File: src/rtl/fetch_stage_pkg.sv
`default_nettype none
// ============================================================================
//  Module      : fetch_stage_pkg
//  Description : Shared types and constants for the instruction fetch stage:
//                fetch state encoding, NOP word and sequential PC increment.
//  Revision    : 1.0 - initial release
// ============================================================================
package fetch_stage_pkg;

    // FETCH: request outstanding, HOLD: word parked for decode,
    // DRAIN: a stale request is still in flight and its response is dropped.
    typedef enum logic [1:0] {
        FETCH = 2'd0,
        HOLD  = 2'd1,
        DRAIN = 2'd2
    } fetch_state_t;

    // addi x0, x0, 0 - presented on instr while nothing has been fetched.
    localparam logic [31:0] c_NOP    = 32'h0000_0013;

    // Sequential fetch advances by one 32-bit instruction word.
    localparam logic [31:0] c_PC_INC = 32'd4;

endpackage
`default_nettype wire

File: src/rtl/fetch_stage_pc_next_sel.sv
`default_nettype none
// ============================================================================
//  Module      : pc_next_sel
//  Description : Combinational next-PC selection. Computes the sequential
//                PC+4 and the redirect target (base + immediate), then picks
//                redirect > advance > hold. All sums wrap modulo 2^DW.
//  Revision    : 1.0 - initial release
// ============================================================================
module pc_next_sel
    import fetch_stage_pkg::*;
#(
    parameter int DW = 32
) (
    input  logic [DW-1:0] i_pc,
    input  logic          i_redirect,
    input  logic [DW-1:0] i_base,
    input  logic [DW-1:0] i_imm,
    input  logic          i_advance,
    output logic [DW-1:0] o_pc_next
);

    logic [DW-1:0] w_pc_plus;
    logic [DW-1:0] w_target;

    // Both candidates are plain modular adds; no alignment fix-up on the target.
    assign w_pc_plus = i_pc + DW'(c_PC_INC);
    assign w_target  = i_base + i_imm;

    // A taken branch always wins; otherwise step only when a word was accepted.
    always_comb begin
        o_pc_next = i_pc;
        if (i_redirect) begin
            o_pc_next = w_target;
        end else if (i_advance) begin
            o_pc_next = w_pc_plus;
        end
    end

endmodule
`default_nettype wire

File: src/rtl/fetch_stage.sv
`default_nettype none
// ============================================================================
//  Module      : fetch_stage
//  Description : Single-outstanding-request instruction fetch stage. Issues a
//                level request at PC, parks the returned word for decode,
//                and handles branch redirects including dropping a response
//                that belongs to a request made before the redirect.
//  Revision    : 1.0 - initial release
// ============================================================================
module fetch_stage
    import fetch_stage_pkg::*;
#(
    parameter int            DW       = 32,
    parameter logic [DW-1:0] RESET_PC = DW'(32'h0000_0000)
) (
    input  logic          clk,
    input  logic          rst,
    // instruction memory
    output logic          imem_req,
    output logic [DW-1:0] imem_addr,
    input  logic [DW-1:0] imem_rdata,
    input  logic          imem_valid,
    // decode side
    output logic [DW-1:0] instr,
    output logic [DW-1:0] instr_pc,
    output logic          instr_valid,
    input  logic          instr_ready,
    // branch resolution
    input  logic          redirect,
    input  logic [DW-1:0] redirect_base,
    input  logic [DW-1:0] ImmOp
);

    fetch_state_t  r_state;
    fetch_state_t  w_state_next;
    logic [DW-1:0] r_pc;
    logic [DW-1:0] w_pc_next;
    logic [DW-1:0] r_instr;
    logic [DW-1:0] r_instr_pc;
    logic          w_load;

    // Next-PC arithmetic lives in its own combinational block.
    pc_next_sel #(
        .DW (DW)
    ) u_pc_next_sel (
        .i_pc       (r_pc),
        .i_redirect (redirect),
        .i_base     (redirect_base),
        .i_imm      (ImmOp),
        .i_advance  (w_load),
        .o_pc_next  (w_pc_next)
    );

    // State register; reset restarts fetching at RESET_PC.
    always_ff @(posedge clk) begin
        if (rst) begin
            r_state <= FETCH;
        end else begin
            r_state <= w_state_next;
        end
    end

    // PC and the held instruction word; the word only changes on acceptance.
    always_ff @(posedge clk) begin
        if (rst) begin
            r_pc       <= RESET_PC;
            r_instr    <= DW'(c_NOP);
            r_instr_pc <= RESET_PC;
        end else begin
            r_pc <= w_pc_next;
            if (w_load) begin
                r_instr    <= imem_rdata;
                r_instr_pc <= r_pc;
            end
        end
    end

    // Next-state and output decode; outputs depend on the state register only.
    always_comb begin
        w_state_next = r_state;
        w_load       = 1'b0;
        imem_req     = 1'b0;
        instr_valid  = 1'b0;
        case (r_state)
            FETCH: begin
                imem_req = 1'b1;
                if (redirect) begin
                    // A response landing with the redirect is for the old path.
                    w_state_next = imem_valid ? FETCH : DRAIN;
                end else if (imem_valid) begin
                    w_load       = 1'b1;
                    w_state_next = HOLD;
                end
            end
            HOLD: begin
                instr_valid = 1'b1;
                // Stray imem_valid here is a protocol violation and is ignored.
                if (redirect || instr_ready) begin
                    w_state_next = FETCH;
                end
            end
            DRAIN: begin
                if (imem_valid) begin
                    w_state_next = FETCH;
                end
            end
            default: begin
                w_state_next = FETCH;
            end
        endcase
    end

    assign imem_addr = r_pc;
    assign instr     = r_instr;
    assign instr_pc  = r_instr_pc;

endmodule
`default_nettype wire

File: config.mk
export PLATFORM = sky130hd
export DESIGN_NAME = fetch_stage
export DESIGN_NICKNAME = d
export VERILOG_FILES = /design/src/rtl/fetch_stage_pkg.sv /design/src/rtl/fetch_stage_pc_next_sel.sv /design/src/rtl/fetch_stage.sv
export SDC_FILE = /design/constraint.sdc
export NUM_CORES = 1
export LEC_CHECK = 0
export ABC_AREA = 1
export BUFFER_PORTS_ARGS = -buffer_cell sky130_fd_sc_hd__buf_2
export CAP_MARGIN = 10
export CORE_MARGIN = 2
export CORE_UTILIZATION = 30
export CTS_BUF_LIST = sky130_fd_sc_hd__clkbuf_16
export DETAILED_ROUTE_END_ITERATION = 10
export MAX_ROUTING_LAYER = met4
export PLACE_DENSITY = 0.59
export SLEW_MARGIN = 25
export SYNTH_ARGS = -nofsm -noshare
export SYNTH_HDL_FRONTEND = slang
export SYNTH_HIERARCHICAL = 1
export SYNTH_SLANG_ARGS = --single-unit
File: constraint.sdc
create_clock -name clk -period 2 [get_ports clk]
set_input_delay 0.4 -clock clk [delete_from_list [all_inputs] [get_ports clk]]
set_output_delay 0.4 -clock clk [all_outputs]
set_load 0.005 [all_outputs]
==> results by group, run 1 <==
Synthesis
  • Simple-Gate Fraction of Synth Area: between 40% and 50%
  • Syn nets: 1405
  • Area contributors post-synth: dfxtp_1 (27%), nand2_1 (19%), inv_1 (12%)
  • Synth area leader: dfxtp_1
  • #FFs+latches synth: 98
  • Count leader, synth: nand2_1
  • Register area share after synthesis: 26.7%
  • Number of enable flip-flop cells after synthesis: 0
  • Synth unique cells: between 40 and 50
  • Predominant post-synthesis flop cell: dfxtp_1
  • Synth Area per Inst: slightly below 6 um2
  • Post-synthesis mux area share: 0%
  • Async SR Flop Fraction: 0%
  • Fraction of the mapped netlist area in adder cells: 5.72%
  • Warnings from Yosys: 6
  • Synthesized area: 0.00736 mm2
  • Xor/xnor cell area share of the yosys netlist: approximately 2.3%
  • Yosys top cell area share: 26.7%
  • Post-Syn Instances: 1271
  • Synth Area in Compound Gates: a little under a tenth
  • Commonest cells post-synth: nand2_1 (380), inv_1 (231), nor2_1 (166)
  • Largest family of logic cells by synthesized area: simple AND/OR/NAND/NOR gates

STA
  • Slew Limit Fails: 0
  • Final period utilization: approximately 94%
  • Setup TNS: 0 ps
  • Worst slew pin tran: 689 ps
  • Worst hold slack: around 310 ps
  • Unrepaired setup endpoints after global routing: true
  • # setup viols final: 0
  • Fmax: 530 MHz
  • Worst setup margin: ~110 ps
  • Final hold vios: 0
  • Final Skew: about 6.7 ps
  • Final min period: 1890 ps
  • Slew headroom: 54.0%

Floorplan
  • Initial Util: a little under a third
  • Site row count: 57
  • Io pins: 199
  • Die Area: 0.0258 mm2
  • Area of the core: between 0.02 and 0.025 mm2
  • Die width: roughly 160 um
  • Die height: roughly 160 um

Outcome
  • Outcome: finished clean

Setup path
  • CP Launch Point: r_state[1]
  • CP peak stage delay: 350 ps
  • Worst-path fanout max: 4
  • CP Capture Type: register
  • Startpoint types: register
  • Setup slack, reg-to-reg: 110 ps
  • WP data required: about 2200 ps
  • Critical-path top delay cell: dfxtp_1
  • Reg-to-Reg End: imem_addr[21]
  • Critical path cell sequence: nor2_4, nand2_2, inv_4, nand2_4, nor2_4, nand4_1, nor2_2, nand3_2, xnor2_1, nand2_1, nand2_1, inv_1, nor2_1
  • Cell count of the worst reg-to-reg path: 13
  • Reg-to-Reg Start: r_state[1]
  • Worst Setup EP: imem_addr[21]
  • Worst setup path class: register to register
  • Worst Path Arrival: 2110 ps

Power and ir drop
  • Tot Pwr: 0.00594 W
  • Worst vdd ir: 0.000327 V
  • Sequential Power Share: between 30% and 40%
  • Psw: ~0.0020 W
  • Cell area power density: 620 mW/mm2
  • Clock Power Share: 31.9%
  • LEAKAGE: 5.40 nW
  • Power Internal: 0.00398 W
  • Switching Share: 33.0%
  • Combinational Power Share: 30.4%

Route
  • DRC: 0
  • First DRT Iteration DRCs: 676
  • Via/cell ratio: ~4.4
  • Routed via count: 8179
  • WL/cell: 12.4 um
  • Drt pass-1 iters: 5
  • Wirelength, routed: 22900 um
  • Post-DRT Antenna Nets: 0

Clocking
  • Clk_lat worst skew: 340 ps
  • CTS Root Cell: clkbuf_16
  • Clock Tree Buf Depth: 2
  • H-Tree Depth: 3
  • Clock transition at the registers of the reported paths: 70 ps
  • Hold buffer count at cts: 0
  • CTS Buf Count: 9
  • CTS tree: built
  • Clock Sinks: 98

Global routing
  • Largest net degree at the start of global routing: 127
  • Initial antenna violation count: 0
  • First-pass GRT wire length: ~37000 um
  • Total congestion overflow: 0
  • Total Routing Usage GR: 18.1%
  • Number of global-route vias before repair: 7504

Place
  • IO Port Bufs: 198
  • Place WS: -169 ps
  • Placer Congestion: 0.898
  • Post-DP HPWL: between 15000 and 20000 um
  • Placed inst area: 0.00917 mm2

Flow run
  • Max Cap Violations: 0

Layout
  • Area of the multi-input gates: 0.00435 mm2
  • Design Area, Final: 0.00958 mm2
  • Layout cell share with drive strength beyond 1: approximately 22%
  • Diode count: 0
  • Sequential cell area: 0.00196 mm2
  • # fillers: 2680
  • Synthesis-to-finish area growth: 30.2%
  • Nets@finish: 1655

Min path
  • Worst Hold Class: input port to register
-- timing repair --
action / in CTS / in global routing
buffers inserted: 0 / 3
gates resized for setup: 0 / 13
endpoints found under the hold margin: 0 / 0
endpoints found under the setup margin: 0 / 11
-- power groups by stage --
stage | combinational [W] | sequential (W) | clock [W]
5_1_grt | 0.00207 | 0.00226 | 0.00204
2_1_floorplan | 0.00104 | 0.00228 | 0
6_report | 0.00180 | 0.00224 | 0.00189
4_1_cts | 0.00180 | 0.00224 | 0.00195
3_5_place_dp | 0.00180 | 0.00228 | 0
3_3_place_gp | 0.00178 | 0.00228 | 0
-- how the worst min path moves through the flow --
stage | start | endpoint | slack [ps] | depth (start not counted)
2_1_floorplan | instr[0] | instr[0] | 450 | 2
3_3_place_gp | instr[1] | instr[1] | 430 | 2
3_5_place_dp | instr[4] | instr[4] | 440 | 2
4_1_cts | imem_rdata[1] | instr[1] | 290 | 3
5_1_grt | imem_rdata[1] | instr[1] | 290 | 3
6_report | instr_ready | r_state[0] | 310 | 4
-- layer usage --
layer,wire length (um),track usage (%),vias up
li1,-,-,4407
met1,11100,23.8,3508
met2,9900,28.5,232
met3,1320,3.18,32
met4,563,5.12,0
met5,0,-,-
-- registers in the layout, summed over array words and instances, names as in the netlist --
signal	cells
r_state	2
imem_addr	32
instr	32
instr_pc	32
-- layout by cell type (no fill, tap or decap), drive strengths merged, types with 3 or more instances in the layout --
cell      n
nand2   385
buf     281
inv     234
nor2    174
nand3   126
dfxtp    98
a21oi    94
ha       32
o21ai    29
nor3     12
nand4    10
xnor2    10
clkbuf    9
xor2      9
clkinv    5
nand3b    3
o21bai    3
-- metrics by stage --
stage          instances  util (%)
2_1_floorplan       1271         -
3_3_place_gp        1831      37.9
3_5_place_dp        1831      37.9
4_1_cts             1847      39.3
5_1_grt             1850      39.6
6_report            1850      39.6
-- kinds of logic (layout without fill, tap and decap cells) --
logic type | after synthesis | in the layout
flops | 98 | 98
fa+ha+maj | 33 | 33
buf+inv | 277 | 532
simple gates | 713 | 713
xor+xnor | 19 | 19
compound gates | 131 | 131
-- area by class of cell --
| class | instances | share of cell area (%) |
|---|---|---|
| multi-input cells | 896 | 45.4 |
| flip-flops and latches | 98 | 20.5 |
| repair buffers | 281 | 17.2 |
| inverters | 235 | 9.25 |
| well taps | 324 | 4.23 |
| clock buffers | 9 | 2.35 |
| clock inverters | 7 | 1.07 |
-- critical path, delay by kind of cell (launching register included) --
kind,cells,cell delay [ps]
DFF,1,350
xor gates and xnor gates,1,140
and+or+nand+nor,10,1120
buffers and inverters,2,150
Power figures use the tool's default switching activity.
==> run 2, diff against run 1 <==
--- a/config.mk
+++ b/config.mk
@@ -12,7 +12,7 @@
 export CORE_UTILIZATION = 30
 export CTS_BUF_LIST = sky130_fd_sc_hd__clkbuf_16
 export DETAILED_ROUTE_END_ITERATION = 10
-export MAX_ROUTING_LAYER = met4
+export HOLD_SLACK_MARGIN = 0.05
 export PLACE_DENSITY = 0.59
 export SLEW_MARGIN = 25
 export SYNTH_ARGS = -nofsm -noshare
==> results by group, run 2 (synthesis gave the netlist of run 1 again) <==
Route
  • Post-DRT Antenna Nets: 0
  • DRC: 0
  • First DRT Iteration DRCs: 580
  • Routed via count: 8156
  • WL/cell: around 12 um
  • Wirelength, routed: approximately 23000 um
  • Drt pass-1 iters: 5
  • Via/cell ratio: 4.42

Global routing
  • Total congestion overflow: 0
  • First-pass GRT wire length: 37400 um
  • Total Routing Usage GR: ~18%
  • Initial antenna violation count: 0
  • Largest net degree at the start of global routing: 127
  • Number of global-route vias before repair: 7608

Clocking
  • Clock transition at the registers of the reported paths: 70 ps
  • Clock Sinks: 98
  • H-Tree Depth: 3
  • Clock Tree Buf Depth: 2
  • CTS Buf Count: 9
  • Clk_lat worst skew: around 350 ps
  • CTS tree: built
  • Hold buffer count at cts: 0
  • CTS Root Cell: clkbuf_16

Layout
  • Diode count: 0
  • Nets@finish: 1650
  • Non-Filler Instances: 1845
  • Layout cell share with drive strength beyond 1: 20.8%
  • Synthesis-to-finish area growth: 28.9%
  • Commonest non-fill, non-tap cell in the layout: nand2_1
  • Most frequent cells in the layout: nand2_1 (380), inv_1 (233), buf_2 (198)

Floorplan
  • Site row count: 57
  • Area of the core: 0.0242 mm2
  • Die height: 161 um
  • Io pins: 199
  • Die width: ~160 um
  • Initial Util: a little under a third
  • Die Area: 0.0258 mm2

Min path
  • Worst hold path stage count: 3
  • Worst hold start: imem_rdata[4]
  • Hold Path Sink: instr[4]
  • Worst Hold Class: input port to register

STA
  • Fmax: 529 MHz
  • Worst hold slack: 298 ps
  • Final hold vios: 0
  • Worst setup margin: 111 ps
  • Unrepaired setup endpoints after global routing: false
  • Slew Limit Fails: 0
  • Final period utilization: 94.4%
  • Final Skew: 5.08 ps
  • # setup viols final: 0
  • Final min period: 1890 ps
  • Worst slew pin tran: 520 ps
  • Slew headroom: roughly 65%

Power and ir drop
  • Clock Power Share: 29.6%
  • Tot Pwr: 0.00573 W
  • Psw: approximately 0.0019 W
  • Combinational Power Share: 31.3%
  • Switching Share: 33.4%
  • LEAKAGE: 5.34 nW
  • Worst vdd ir: 0.000401 V
  • Power Internal: 0.00381 W
  • Cell area power density: approximately 600 mW/mm2
  • Sequential Power Share: 39.1%

Setup path
  • Worst-path fanout max: 4
  • CP Capture Type: register
  • Reg-to-Reg Start: r_state[0]
  • Worst setup path class: register to register
  • WP data required: between 2000 and 2500 ps
  • Worst Path Arrival: 2110 ps
  • Startpoint types: register
  • Cell count of the worst reg-to-reg path: 13
  • Setup slack, reg-to-reg: 110 ps
  • Reg-to-Reg End: imem_addr[21]

Place
  • Placed cells: around 1.8k
  • IO Port Bufs: 198
  • Post-DP HPWL: around 18000 um
  • Placer Congestion: between 0.8 and 0.9
  • Place WS: -181 ps

Outcome
  • Outcome: finished clean

Flow run
  • Max Cap Violations: 0
[run 2: power groups by stage]
stage | combinational (W) | sequential [W] | clock (W)
6_report | 0.00179 | 0.00224 | 0.00169
4_1_cts | 0.00180 | 0.00224 | 0.00176
3_5_place_dp | 0.00179 | 0.00229 | 0
5_1_grt | 0.00205 | 0.00226 | 0.00183
2_1_floorplan | 0.00104 | 0.00228 | 0
3_3_place_gp | 0.00178 | 0.00228 | 0
[run 2: how the worst max path moves through the flow]
| stage | startpoint | endpoint | slack (ps) | depth (start not counted) |
|---|---|---|---|---|
| global route | redirect_base[6] | imem_addr[15] | 6 | 13 |
| global placement | redirect_base[2] | imem_addr[13] | -160 | 12 |
| floorplan | imem_valid | imem_addr[26] | 20 | 16 |
| detailed placement | redirect_base[2] | imem_addr[13] | -180 | 12 |
| CTS | r_state[1] | imem_req | 90 | 3 |
| finish | r_state[0] | imem_addr[21] | 110 | 13 |
[run 2: cell type report]
cell class	instances	area, um2
clock inverter	7	53.8
fill	2664	14700
inverter	235	883
timing repair buffer	276	1630
tap	324	405
sequential	98	1960
clock buffer	9	225
multi-input combinational	896	4320
[run 2: worst max-delay path, cell delays in order (launching register included)]
cell,delay (ps)
dfxtp_1,330
nor2_4,140
nand2_1,90
inv_2,130
nand2_4,80
nor2_4,120
nand4_1,140
nor2_2,280
nand3_2,120
xnor2_1,140
nand2_1,60
nand2_1,50
inv_1,50
nor2_1,30
[run 2: timing repair]
item,in CTS,in global routing
endpoints found under the hold margin,0,0
setup buffers,0,2
resized for setup,0,6
endpoints found under the setup margin,0,5
[run 2: metal layers]
metal  GRT usage (%)  routed length [um]
met5               0                   0
met4            4.91                 357
met3            2.40                1360
met2            29.4               10100
met1            24.3               11100
[run 2: metrics by stage]
stage	setup TNS, ps	instance area (um2)	utilization, %
2_1_floorplan	0	7360	-
3_3_place_gp	-1940	9170	37.9
3_5_place_dp	-2380	9170	37.9
4_1_cts	0	9440	39.1
5_1_grt	0	9480	39.2
6_report	0	9480	39.2
